**config.mk**
```make
export PLATFORM = sky130hd
export DESIGN_NAME = kalman_fpu_arbiter
export DESIGN_NICKNAME = d
export VERILOG_FILES = /design/src/rtl/kalman_fpu_arbiter.sv
export SDC_FILE = /design/constraint.sdc
export NUM_CORES = 1
export LEC_CHECK = 0
export ABC_AREA = 1
export BUFFER_PORTS_ARGS = -buffer_cell sky130_fd_sc_hd__buf_2
export CELL_PAD_IN_SITES_DETAIL_PLACEMENT = 0
export CELL_PAD_IN_SITES_GLOBAL_PLACEMENT = 1
export CORE_ASPECT_RATIO = 0.7
export CORE_MARGIN = 8
export CORE_UTILIZATION = 36
export CTS_CLUSTER_DIAMETER = 200
export DETAILED_ROUTE_END_ITERATION = 7
export HOLD_SLACK_MARGIN = 0.03
export PLACE_DENSITY = 0.85
export SKIP_CTS_REPAIR_TIMING = 1
export SYNTH_ARGS = -nofsm -noshare
export SYNTH_HDL_FRONTEND = slang
export SYNTH_SLANG_ARGS = --single-unit
```
**constraint.sdc**
```tcl
create_clock -name clk_50M -period 5.9 [get_ports clk_50M]
set_input_delay 0.59 -clock clk_50M [delete_from_list [all_inputs] [get_ports clk_50M]]
set_output_delay 0.59 -clock clk_50M [all_outputs]
set_load 0.05 [all_outputs]
```
**src/rtl/kalman_fpu_arbiter.sv**
```systemverilog
// Round-robin sharing of one pipelined float32 adder and one multiplier among N_REQ Kalman stages.
// Each unit has its own arbiter, operand registers and tag pipe that routes results back to the issuer.
module kalman_fpu_arbiter #(
    parameter int N_REQ   = 4,
    parameter int ADD_LAT = 11,
    parameter int MUL_LAT = 11
) (
    input  logic                  clk_50M,
    input  logic                  Rst,
    input  logic [N_REQ-1:0]      req_valid,
    input  logic [2*N_REQ-1:0]    req_op,
    input  logic [32*N_REQ-1:0]   req_a,
    input  logic [32*N_REQ-1:0]   req_b,
    output logic [N_REQ-1:0]      req_ready,
    output logic [31:0]           add_dataa,
    output logic [31:0]           add_datab,
    output logic                  add_sub,
    input  logic [31:0]           add_result,
    output logic [31:0]           mult_dataa,
    output logic [31:0]           mult_datab,
    input  logic [31:0]           mult_result,
    output logic [N_REQ-1:0]      rsp_add_valid,
    output logic [31:0]           rsp_add_data,
    output logic [N_REQ-1:0]      rsp_mul_valid,
    output logic [31:0]           rsp_mul_data
);

    localparam int IW = (N_REQ > 1) ? $clog2(N_REQ) : 1;

    logic [IW-1:0]    add_ptr_q, add_ptr_d, mul_ptr_q, mul_ptr_d;
    logic [N_REQ-1:0] add_cand, mul_cand, add_gnt, mul_gnt;
    logic [IW-1:0]    add_idx, mul_idx;

    logic [31:0]      add_dataa_q, add_dataa_d, add_datab_q, add_datab_d;
    logic             add_sub_q, add_sub_d;
    logic [31:0]      mult_dataa_q, mult_dataa_d, mult_datab_q, mult_datab_d;

    logic [ADD_LAT:0] add_vld_q, add_vld_d;
    logic [MUL_LAT:0] mul_vld_q, mul_vld_d;
    logic [IW-1:0]    add_tag_q [ADD_LAT+1];
    logic [IW-1:0]    add_tag_d [ADD_LAT+1];
    logic [IW-1:0]    mul_tag_q [MUL_LAT+1];
    logic [IW-1:0]    mul_tag_d [MUL_LAT+1];

    logic [N_REQ-1:0] rsp_add_valid_q, rsp_add_valid_d, rsp_mul_valid_q, rsp_mul_valid_d;
    logic [31:0]      rsp_add_data_q, rsp_add_data_d, rsp_mul_data_q, rsp_mul_data_d;

    // First candidate at or after ptr, wrapping modulo N_REQ; result is one-hot or zero.
    function automatic logic [N_REQ-1:0] rr_pick(input logic [N_REQ-1:0] cand,
                                                 input logic [IW-1:0] ptr);
        logic [N_REQ-1:0] gnt;
        logic             found;
        int               j;
        gnt   = '0;
        found = 1'b0;
        for (int k = 0; k < N_REQ; k++) begin
            j = int'(ptr) + k;
            if (j >= N_REQ) j = j - N_REQ;
            if (!found && cand[j]) begin
                gnt[j] = 1'b1;
                found  = 1'b1;
            end
        end
        return gnt;
    endfunction

    function automatic logic [IW-1:0] oh2idx(input logic [N_REQ-1:0] oh);
        logic [IW-1:0] idx;
        idx = '0;
        for (int i = 0; i < N_REQ; i++)
            if (oh[i]) idx = IW'(i);
        return idx;
    endfunction

    function automatic logic [N_REQ-1:0] idx2oh(input logic [IW-1:0] idx);
        logic [N_REQ-1:0] oh;
        oh = '0;
        for (int i = 0; i < N_REQ; i++)
            if (idx == IW'(i)) oh[i] = 1'b1;
        return oh;
    endfunction

    function automatic logic [IW-1:0] next_ptr(input logic [IW-1:0] idx);
        return (idx == IW'(N_REQ - 1)) ? '0 : idx + 1'b1;
    endfunction

    always_comb begin
        add_cand = '0;
        mul_cand = '0;
        for (int i = 0; i < N_REQ; i++) begin
            add_cand[i] = req_valid[i] & ~req_op[2*i+1];
            mul_cand[i] = req_valid[i] & req_op[2*i+1] & ~req_op[2*i];
        end
        add_gnt   = Rst ? '0 : rr_pick(add_cand, add_ptr_q);
        mul_gnt   = Rst ? '0 : rr_pick(mul_cand, mul_ptr_q);
        add_idx   = oh2idx(add_gnt);
        mul_idx   = oh2idx(mul_gnt);
        req_ready = add_gnt | mul_gnt;
    end

    always_comb begin
        add_ptr_d    = add_ptr_q;
        mul_ptr_d    = mul_ptr_q;
        add_dataa_d  = add_dataa_q;
        add_datab_d  = add_datab_q;
        add_sub_d    = add_sub_q;
        mult_dataa_d = mult_dataa_q;
        mult_datab_d = mult_datab_q;
        if (|add_gnt) add_ptr_d = next_ptr(add_idx);
        if (|mul_gnt) mul_ptr_d = next_ptr(mul_idx);
        for (int i = 0; i < N_REQ; i++) begin
            if (add_gnt[i]) begin
                add_dataa_d = req_a[32*i +: 32];
                add_datab_d = req_b[32*i +: 32];
                add_sub_d   = req_op[2*i];
            end
            if (mul_gnt[i]) begin
                mult_dataa_d = req_a[32*i +: 32];
                mult_datab_d = req_b[32*i +: 32];
            end
        end

        // Tag stage k holds the op issued k+1 edges ago; the last stage lines up with x_result.
        add_vld_d    = {add_vld_q[ADD_LAT-1:0], |add_gnt};
        mul_vld_d    = {mul_vld_q[MUL_LAT-1:0], |mul_gnt};
        add_tag_d[0] = add_idx;
        mul_tag_d[0] = mul_idx;
        for (int k = 1; k <= ADD_LAT; k++) add_tag_d[k] = add_tag_q[k-1];
        for (int k = 1; k <= MUL_LAT; k++) mul_tag_d[k] = mul_tag_q[k-1];

        rsp_add_valid_d = add_vld_q[ADD_LAT] ? idx2oh(add_tag_q[ADD_LAT]) : '0;
        rsp_mul_valid_d = mul_vld_q[MUL_LAT] ? idx2oh(mul_tag_q[MUL_LAT]) : '0;
        rsp_add_data_d  = add_vld_q[ADD_LAT] ? add_result  : rsp_add_data_q;
        rsp_mul_data_d  = mul_vld_q[MUL_LAT] ? mult_result : rsp_mul_data_q;
    end

    always_ff @(posedge clk_50M) begin
        if (Rst) begin
            add_ptr_q       <= '0;
            mul_ptr_q       <= '0;
            add_dataa_q     <= '0;
            add_datab_q     <= '0;
            add_sub_q       <= 1'b0;
            mult_dataa_q    <= '0;
            mult_datab_q    <= '0;
            add_vld_q       <= '0;
            mul_vld_q       <= '0;
            for (int k = 0; k <= ADD_LAT; k++) add_tag_q[k] <= '0;
            for (int k = 0; k <= MUL_LAT; k++) mul_tag_q[k] <= '0;
            rsp_add_valid_q <= '0;
            rsp_mul_valid_q <= '0;
            rsp_add_data_q  <= '0;
            rsp_mul_data_q  <= '0;
        end else begin
            add_ptr_q       <= add_ptr_d;
            mul_ptr_q       <= mul_ptr_d;
            add_dataa_q     <= add_dataa_d;
            add_datab_q     <= add_datab_d;
            add_sub_q       <= add_sub_d;
            mult_dataa_q    <= mult_dataa_d;
            mult_datab_q    <= mult_datab_d;
            add_vld_q       <= add_vld_d;
            mul_vld_q       <= mul_vld_d;
            for (int k = 0; k <= ADD_LAT; k++) add_tag_q[k] <= add_tag_d[k];
            for (int k = 0; k <= MUL_LAT; k++) mul_tag_q[k] <= mul_tag_d[k];
            rsp_add_valid_q <= rsp_add_valid_d;
            rsp_mul_valid_q <= rsp_mul_valid_d;
            rsp_add_data_q  <= rsp_add_data_d;
            rsp_mul_data_q  <= rsp_mul_data_d;
        end
    end

    assign add_dataa     = add_dataa_q;
    assign add_datab     = add_datab_q;
    assign add_sub       = add_sub_q;
    assign mult_dataa    = mult_dataa_q;
    assign mult_datab    = mult_datab_q;
    assign rsp_add_valid = rsp_add_valid_q;
    assign rsp_add_data  = rsp_add_data_q;
    assign rsp_mul_valid = rsp_mul_valid_q;
    assign rsp_mul_data  = rsp_mul_data_q;

endmodule

```
==> results.yml, run 1 <==
layout:
  drive_gt1_frac: 0.232
  syn_to_final_growth_pct: 27.7
  final_common_cell: "nand2_1"
  fin_area_um2: 18600
  layout_common_cells: "nand2_1, buf_2, nor2_1"
  fin_cells: 3365
  nets: 3135
sta:
  fin_crit_sh: 0.759
  tightestPinTransition_ns: 1.35
  final_max_slew_viol_count: 0
  rsz0062_at_grt: "false"
  tns_ns: 0
  whs_ns: 0.227
  skew_ns: 0.0186
  max_freq_mhz: 223
  slew-limit-headroom: 0.0972
  hold_viol: 0
  finalSetupViolations: 0
  min_period_ns: 4.48
routing:
  drt_wl_total_um: 63900
  viasPerCell: 4.96
  final_antenna_net_count: 0
  drt-pass1-iter-count: 6
  vias: 16700
  wire_per_inst_um: 19.0
  drc: 0
  drtIter0Drc: 1429
pwr:
  p_sw_frac: 0.521
  ir_worst_vdd_uv: 498
  finalPower_mw: 10.9
  intPower_mw: 5.20
  p_comb_frac: 0.560
  p_switching_mw: 5.65
  p_clk_frac: 0.210
  p_seq_frac: 0.231
  leakage_nw: 10.6
  p_per_area_nw_per_um2: 582
worst_setup_path:
  critPathTopFamily: "simple AND/OR/NAND/NOR gates"
  crit_path_start_kind: "flop"
  critPathRequiredTime_ns: 6.37
  cp.arrival_ns: 4.95
  max_stage_delay_ns: 0.86
  crit_fanout: 51
  cp-end-kind: "flop"
  crit_buf_inv: 2
  cpMaxStageDelayCell: "nand2_1"
  critPathKind: "reg -> reg"
  worst_path_most_repeated_cell: "nand2_1"
  crit_chain: "inv_2 -> ha_1 -> inv_1 -> nand3_1 -> nand2_1 -> nand2_1 -> nor2_1 -> nand2_1 -> nand3_2 -> nand2_4 -> nand2_1 -> o21ai_0 -> nand2_1 -> nand2_1 -> nand2_1"
global_routing:
  antenna_found_initial: 25
  grt.overflow.total: 0
  track_usage: 0.255
  grt_max_degree: 108
  grt_first_pass_wirelength_um: 96700
  grt_pass1_vias: 16400
status:
  status: "finished, final reports clean"
clock_tree:
  htree_num_levels: 1
  cts_root_buf: "clkbuf_16"
  cts_made_buffers: 31
  clockBufferDepth: 3
  clock_sinks: 277
  insertion_delay_ns: 0.59
  clk_pin_slew_ns: 0.06
  cts_tree: "done"
die:
  coreArea_um2: 39800
  die_h_um: 184
  num_rows: 61
  start_util: 0.366
  dieArea_um2: 47400
  ios: 539
  die_x_um: 257
job:
  cap_viol_max_count: 0
placement:
  numPlacedInstances: 3287
  dp_hpwl_um: 43500
  globalplace.congestion: 0.917
  portBuffers: 538
  placed_area_um2: 17400
synth:
  yosysWarnings: 0
  yosysSeqAreaShare: 0.380
  netlist_instances: 2341
  synth_area_um2: 14600
  ys_seq_elements: 277
  synth_area_per_cell_um2: 6.24
  syn_nets: 2691
  synthDistinctLibCells: 28
hold_path:
  min_path_type: "in -> reg"
[tightest hold or removal path, delay by kind of cell]
family	cells	cell delay [ns]
and+or+nand+nor	2	0.11
buffers and inverters	1	0.07
[Yosys cell counts (all sizes together)]
library cell | count | area (µm²)
nand2 | 695 | 2640
nor2 | 384 | 1470
dfxtp | 277 | 5550
inv | 275 | 1030
nand3 | 256 | 1310
o21ai | 154 | 771
clkbuf | 74 | 278
buf | 67 | 439
nand3b | 45 | 338
a21oi | 41 | 205
o211ai | 28 | 210
ha | 16 | 200
nor3 | 9 | 45.0
or2 | 9 | 56.3
nand4 | 6 | 37.5
clkinv | 3 | 11.3
o22ai | 2 | 12.5
[cell families (layout without fill, tap and decap cells)]
kind of cell / Yosys count / after routing / synth area share
compound gates: 225 / 225 / 0.0821
fa+ha+maj: 16 / 16 / 0.0137
buf+inv: 419 / 888 / 0.121
flops: 277 / 277 / 0.380
other cells: 0 / 20 / 0
simple gates: 1404 / 1404 / 0.404
[final timing paths]
kind	startpoint	to	slack [ns]	cells after the start
min reg2reg	mul_vld_q[10]	mul_vld_q[11]	0.40	2
max reg2reg	mul_ptr_q[0]	mult_dataa[23]	1.42	15
min	mult_result[26]	rsp_mul_data[26]	0.23	3
max	mul_ptr_q[0]	mult_dataa[23]	1.42	15
[metal layers]
metal	GRT usage	wire (µm)	vias to the layer above
li1	-	-	8163
met1	0.311	26000	7642
met2	0.435	30400	759
met3	0.0602	5520	118
met4	0.0944	1830	12
met5	0	66	-
[flip-flops by register name, summed over array words and instances (netlist names)]
name,count
add_dataa,32
add_datab,32
add_ptr_q,2
add_sub,1
add_tag_q,24
add_vld_q,12
mul_ptr_q,2
mul_tag_q,24
mul_vld_q,12
mult_dataa,32
mult_datab,32
rsp_add_data,32
rsp_add_valid,4
rsp_mul_data,32
rsp_mul_valid,4
[cell type report]
class                      instances  area [µm²]
clock inverter                    25         387
sequential                       277        5550
timing repair buffer             552        2810
tap                              535         669
clock buffer                      33         803
inverter                         278        1050
antenna                           20        50.0
multi-input combinational       1645        7320
fill                            4248       21200
[power groups by stage]
stage / Sequential [mW] / Combinational (mW) / Clock [mW]
finish: 2.50 / 6.07 / 2.27
global route: 2.54 / 6.68 / 2.40
CTS: 2.50 / 6.08 / 2.32
detailed placement: 2.54 / 6.06 / 0
global placement: 2.54 / 6.00 / 0
floorplan: 3.53 / 3.46 / 0
[per-stage QoR]
stage | setup slack, ns | utilization
2_1_floorplan | 2.90 | -
3_3_place_gp | 1.35 | 0.437
3_5_place_dp | 1.36 | 0.437
4_1_cts | 1.33 | 0.467
5_1_grt | 1.01 | 0.468
6_report | 1.42 | 0.468
Power figures use the tool's default switching activity.
==> run 2, diff against run 1 <==
- CORE_UTILIZATION: 36 -> 34
- PLACE_DENSITY: 0.85 -> 0.81
- clock period: 5.9 -> 4.2 ns (I/O delays scaled with it)
==> run 2 against run 1 <==
Design area up 0.44%. Wire length grew 1.3%. Clock skew fell by 0.0033 ns. Final cell count up 1.2%. Global-route usage shrank 0.76 points. Critical path depth fell by 2. Clock power is 27% higher. First-iteration DRC count decreased by 9.5%. Combinational power grew 43%. Largest cell class unchanged. Setup slack worse by 1.1 ns. Sequential share of layout area down 0.13 points. Critical endpoint is now req_ready[3].
==> results.yml, run 2 (synthesis results as in run 1) <==
sta:
  final_max_slew_viol_count: 0
  finalSetupViolations: 0
  max_freq_mhz: 258
  tightestPinTransition_ns: 1.14
  rsz0062_at_grt: "false"
  hold_viol: 0
  min_period_ns: 3.88
  tns_ns: 0
  fin_crit_sh: 0.923
  skew_ns: 0.0153
  slew-limit-headroom: 0.242
pwr:
  ir_worst_vdd_uv: 722
  p_per_area_nw_per_um2: 805
  leakage_nw: 10.6
global_routing:
  top_usage_layer: "met2"
  grt_max_degree: 100
  antenna_found_initial: 29
  use_met2: 0.400
  track_usage: 0.247
  grt.overflow.total: 0
  grt_pass1_vias: 16500
  met3_usage: 0.0670
  use_met1: 0.313
  grt_first_pass_wirelength_um: 98300
placement:
  portBuffers: 538
  dp_hpwl_um: 46100
  globalplace.congestion: 0.907
die:
  die_h_um: 189
  start_util: 0.345
  dieArea_um2: 49900
  ios: 539
  coreArea_um2: 42300
  die_x_um: 264
  num_rows: 63
clock_tree:
  clockBufferDepth: 3
  cts_root_buf: "clkbuf_16"
  cts_made_buffers: 31
  htree_num_levels: 1
  clk_pin_slew_ns: 0.07
  cts_tree: "done"
  insertion_delay_ns: 0.59
  clock_sinks: 277
job:
  cap_viol_max_count: 0
layout:
  layout_common_cells: "nand2_1, buf_2, nor2_1"
  final_common_cell: "nand2_1"
  drive_gt1_frac: 0.236
  syn_to_final_growth_pct: 28.2
  final_util: 0.442
  nets: 3153
routing:
  drtIter0Drc: 1293
  drt-pass1-iter-count: 5
  drt_wl_total_um: 64700
  drc: 0
  vias: 16800
  viasPerCell: 4.94
  final_antenna_net_count: 0
  wire_per_inst_um: 19.0
worst_setup_path:
  r2r-start: "add_ptr_q[0]"
  r2r-end: "add_datab[28]"
  crit_fanout: 31
  critPathRequiredTime_ns: 3.78
  reg2reg_setup_slack_ns: 0.77
  rr_worst_depth: 16
  cp.arrival_ns: 3.46
  cp-end-kind: "output port"
  crit_path_start_kind: "flop"
  critPathKind: "reg -> out"
hold_path:
  min-delay-start: "mult_result[14]"
  min_to: "rsp_mul_data[14]"
  min_path_type: "in -> reg"
  hold_path_depth: 3
status:
  status: "finished, final reports clean"
==> run 2: routing by layer <==
metal	up-vias	part of all wire
met5	-	0.00097
met4	10	0.030
met3	118	0.088
met2	742	0.45
met1	7736	0.43
li1	8207	-
==> run 2: worst max-delay path by stage <==
stage | cells past startpoint | from | end
global route | 13 | add_ptr_q[0] | req_ready[2]
global placement | 17 | add_ptr_q[0] | add_dataa[0]
finish | 13 | mul_ptr_q[1] | req_ready[3]
detailed placement | 17 | add_ptr_q[0] | add_dataa[1]
floorplan | 13 | mul_ptr_q[0] | req_ready[3]
CTS | 13 | add_ptr_q[0] | req_ready[2]
==> run 2: final cells by class <==
class,count,area [µm²]
Sequential cell,277,5550
Tap cell,552,691
Timing Repair Buffer,570,2980
Inverter,278,1050
Multi-Input combinational cell,1645,7330
Clock buffer,41,873
Clock inverter,17,200
Antenna cell,24,60.1
Fill cell,4538,23600
==> run 2: critical path, cell delays in order, from the launching register on <==
cell and delay [ns]:
dfxtp_1 0.52, inv_1 0.20, ha_1 0.36, inv_1 0.11, nand3_1 0.08, nand2_1 0.07, nand2_1 0.07, nor2_1 0.22
nand2_1 0.10, nand3_2 0.11, nand2_4 0.25, buf_4 0.38, nand2_1 0.10, buf_2 0.27
==> run 2: report_power, final <==
part           internal [mW]  switching [mW]
clock                   1.66            1.23
combinational           2.25            6.44
sequential              3.20           0.295
total                   7.11            7.96
==> run 2: through the flow <==
| step | area [µm²] | cells | worst slack (ns) | power, mW | hold WS (ns) |
|---|---|---|---|---|---|
| 3_5_place_dp | 17600 | 3321 | 0.850 | 12.2 | 0.392 |
| 3_3_place_gp | 17600 | 3321 | 0.968 | 12.1 | 0.389 |
| 6_report | 18700 | 3404 | 0.322 | 15.1 | 0.0488 |
| 5_1_grt | 18700 | 3397 | 0.0863 | 16.2 | 0.0297 |
| 2_1_floorplan | 14600 | 2341 | 1.37 | 9.82 | 0.388 |
| 4_1_cts | 18700 | 3379 | 0.318 | 15.1 | 0.0191 |
==> run 3, diff against run 2 <==
- CORE_MARGIN: 8 -> 2
- CORE_UTILIZATION: 34 -> 30
- PLACE_DENSITY: 0.81 -> 0.75
- clock period: 4.2 -> 3.31 ns (I/O delays scaled with it)
==> run 3 against run 2 <==
Via count increased by 1.8%. Die area increased by 1.1%. Count of clock-buffer cells in the layout decreased by 1. Global-route usage decreased by 0.47 points. First-iteration DRC count decreased by 3.9%. Combinational power increased by 37%. Sequential share of layout area decreased by 1.8 points. Final cell count increased by 5.6%.
==> results.yml, run 3 (synthesis results as in run 1) <==
clock_tree:
  insertion_delay_ns: 0.60
  clk_pin_slew_ns: 0.06
  cts_root_buf: "clkbuf_16"
  clock_sinks: 277
  clockBufferDepth: 3
  cts_tree: "done"
  cts_made_buffers: 31
  htree_num_levels: 1
pwr:
  p_comb_frac: 0.592
  leakage_nw: 11.2
  p_per_area_nw_per_um2: 1000
  p_switching_mw: 10.4
  p_sw_frac: 0.520
  intPower_mw: 9.64
  ir_worst_vdd_uv: 764
  p_seq_frac: 0.220
  p_clk_frac: 0.189
sta:
  min_period_ns: 3.14
  tightestPinTransition_ns: 0.995
  skew_ns: 0.0159
  final_max_slew_viol_count: 0
  fin_crit_sh: 0.950
  rsz0062_at_grt: "false"
  slew-limit-headroom: 0.336
  hold_viol: 0
  finalWorstSetupSlack_ns: 0.166
  finalSetupViolations: 0
  max_freq_mhz: 318
global_routing:
  use_met2: 0.393
  grt_first_pass_wirelength_um: 94700
  track_usage: 0.242
  top_usage_layer: "met2"
  use_met1: 0.321
  grt_pass1_vias: 15900
  met3_usage: 0.0604
  grt_max_degree: 135
  grt.overflow.total: 0
  antenna_found_initial: 22
placement:
  placed_area_um2: 18000
  post-place-ws_ns: 0.235
  globalplace.congestion: 0.918
  dp_hpwl_um: 44600
  portBuffers: 538
  numPlacedInstances: 3443
routing:
  vias: 17100
  final_antenna_net_count: 0
  wire_per_inst_um: 18.2
  viasPerCell: 4.76
  drtIter0Drc: 1242
  drt_wl_total_um: 65600
  drc: 0
  drt-pass1-iter-count: 5
layout:
  final_util: 0.417
  fin_area_um2: 20000
  drive_gt1_frac: 0.243
  nets: 3250
  fin_cells: 3596
  syn_to_final_growth_pct: 37.0
  layout_common_cells: "nand2_1, buf_2, nor2_1"
  final_common_cell: "nand2_1"
die:
  coreArea_um2: 48000
  ios: 539
  die_h_um: 189
  dieArea_um2: 50500
  start_util: 0.304
  die_x_um: 268
  num_rows: 67
status:
  status: "finished, final reports clean"
worst_setup_path:
  cpMaxStageDelayCell: "dfxtp_4"
  crit_fanout: 14
  cp.arrival_ns: 2.81
  critPathKind: "reg -> out"
  max_stage_delay_ns: 0.40
  crit_path_start_kind: "flop"
  cp-end-kind: "output port"
  crit_chain: "clkinvlp_4 -> ha_4 -> inv_1 -> nand3_1 -> nand2_1 -> nor2_2 -> nand3_1 -> nand3_2 -> nand2_4 -> buf_12 -> nand2_1 -> buf_4"
  critPathRequiredTime_ns: 2.98
hold_path:
  min_path_type: "in -> reg"
job:
  cap_viol_max_count: 0
-- run 3: changes by cell type in the layout (fill, tap and decap cells not counted), moves of 3 or more --
cell	delta
buf_12	+9
inv_6	+4
dlygate4sd3_1	+63
dfxtp_1	-3
clkbuf_16	+3
buf_2	-3
dfxtp_4	+3
nand2_2	-3
buf_4	+23
diode_2	-8
-- run 3: per-stage QoR --
| stage | total power [mW] | setup TNS, ns | hold WS [ns] |
|---|---|---|---|
| 2_1_floorplan | 12.5 | 0 | 0.388 |
| 3_3_place_gp | 15.8 | 0 | 0.389 |
| 3_5_place_dp | 15.9 | 0 | 0.392 |
| 4_1_cts | 19.8 | -0.796 | -0.0749 |
| 5_1_grt | 21.5 | 0 | 0.0542 |
| 6_report | 20.1 | 0 | 0.0480 |
-- run 3: worst paths after layout --
kind                         from         endpoint  slack (ns)  depth (start not counted)
hold / removal           req_a[9]     add_dataa[9]        0.05                          5
hold reg to reg   mul_tag_q[1][2]  mul_tag_q[1][4]        0.39                          2
setup reg to reg     add_ptr_q[1]    add_dataa[22]        0.38                         17
setup / recovery     add_ptr_q[1]     req_ready[2]        0.17                         12
-- run 3: final cells by class --
class | instances | area [µm²]
timing repair buffer | 667 | 4040
tap | 655 | 820
multi-input combinational | 1645 | 7380
clock buffer | 40 | 880
sequential | 277 | 5560
clock inverter | 18 | 230
fill | 5123 | 28000
inverter | 278 | 1060
antenna | 16 | 40.0
-- run 3: power by group through the flow --
| stage | clock [mW] | sequential [mW] | combinational [mW] |
|---|---|---|---|
| after detailed placement | 0 | 4.47 | 11.5 |
| after global routing | 4.04 | 4.47 | 13.0 |
| final | 3.79 | 4.41 | 11.9 |
| after global placement | 0 | 4.47 | 11.3 |
| after floorplan | 0 | 6.29 | 6.17 |
| after CTS | 3.90 | 4.41 | 11.5 |
-- run 3: per-layer routing --
layer	vias to the layer above	wire length (µm)
met1	7901	28800
met4	20	1490
li1	8396	-
met3	114	5700
met5	-	132
met2	690	29500
-- run 3: critical path: cells and delay by family, from the launching register on --
family	cells	cell delay (ns)
and+or+nand+nor	7	0.89
adders and majority gates	1	0.31
DFF	1	0.40
buffers and inverters	4	0.62
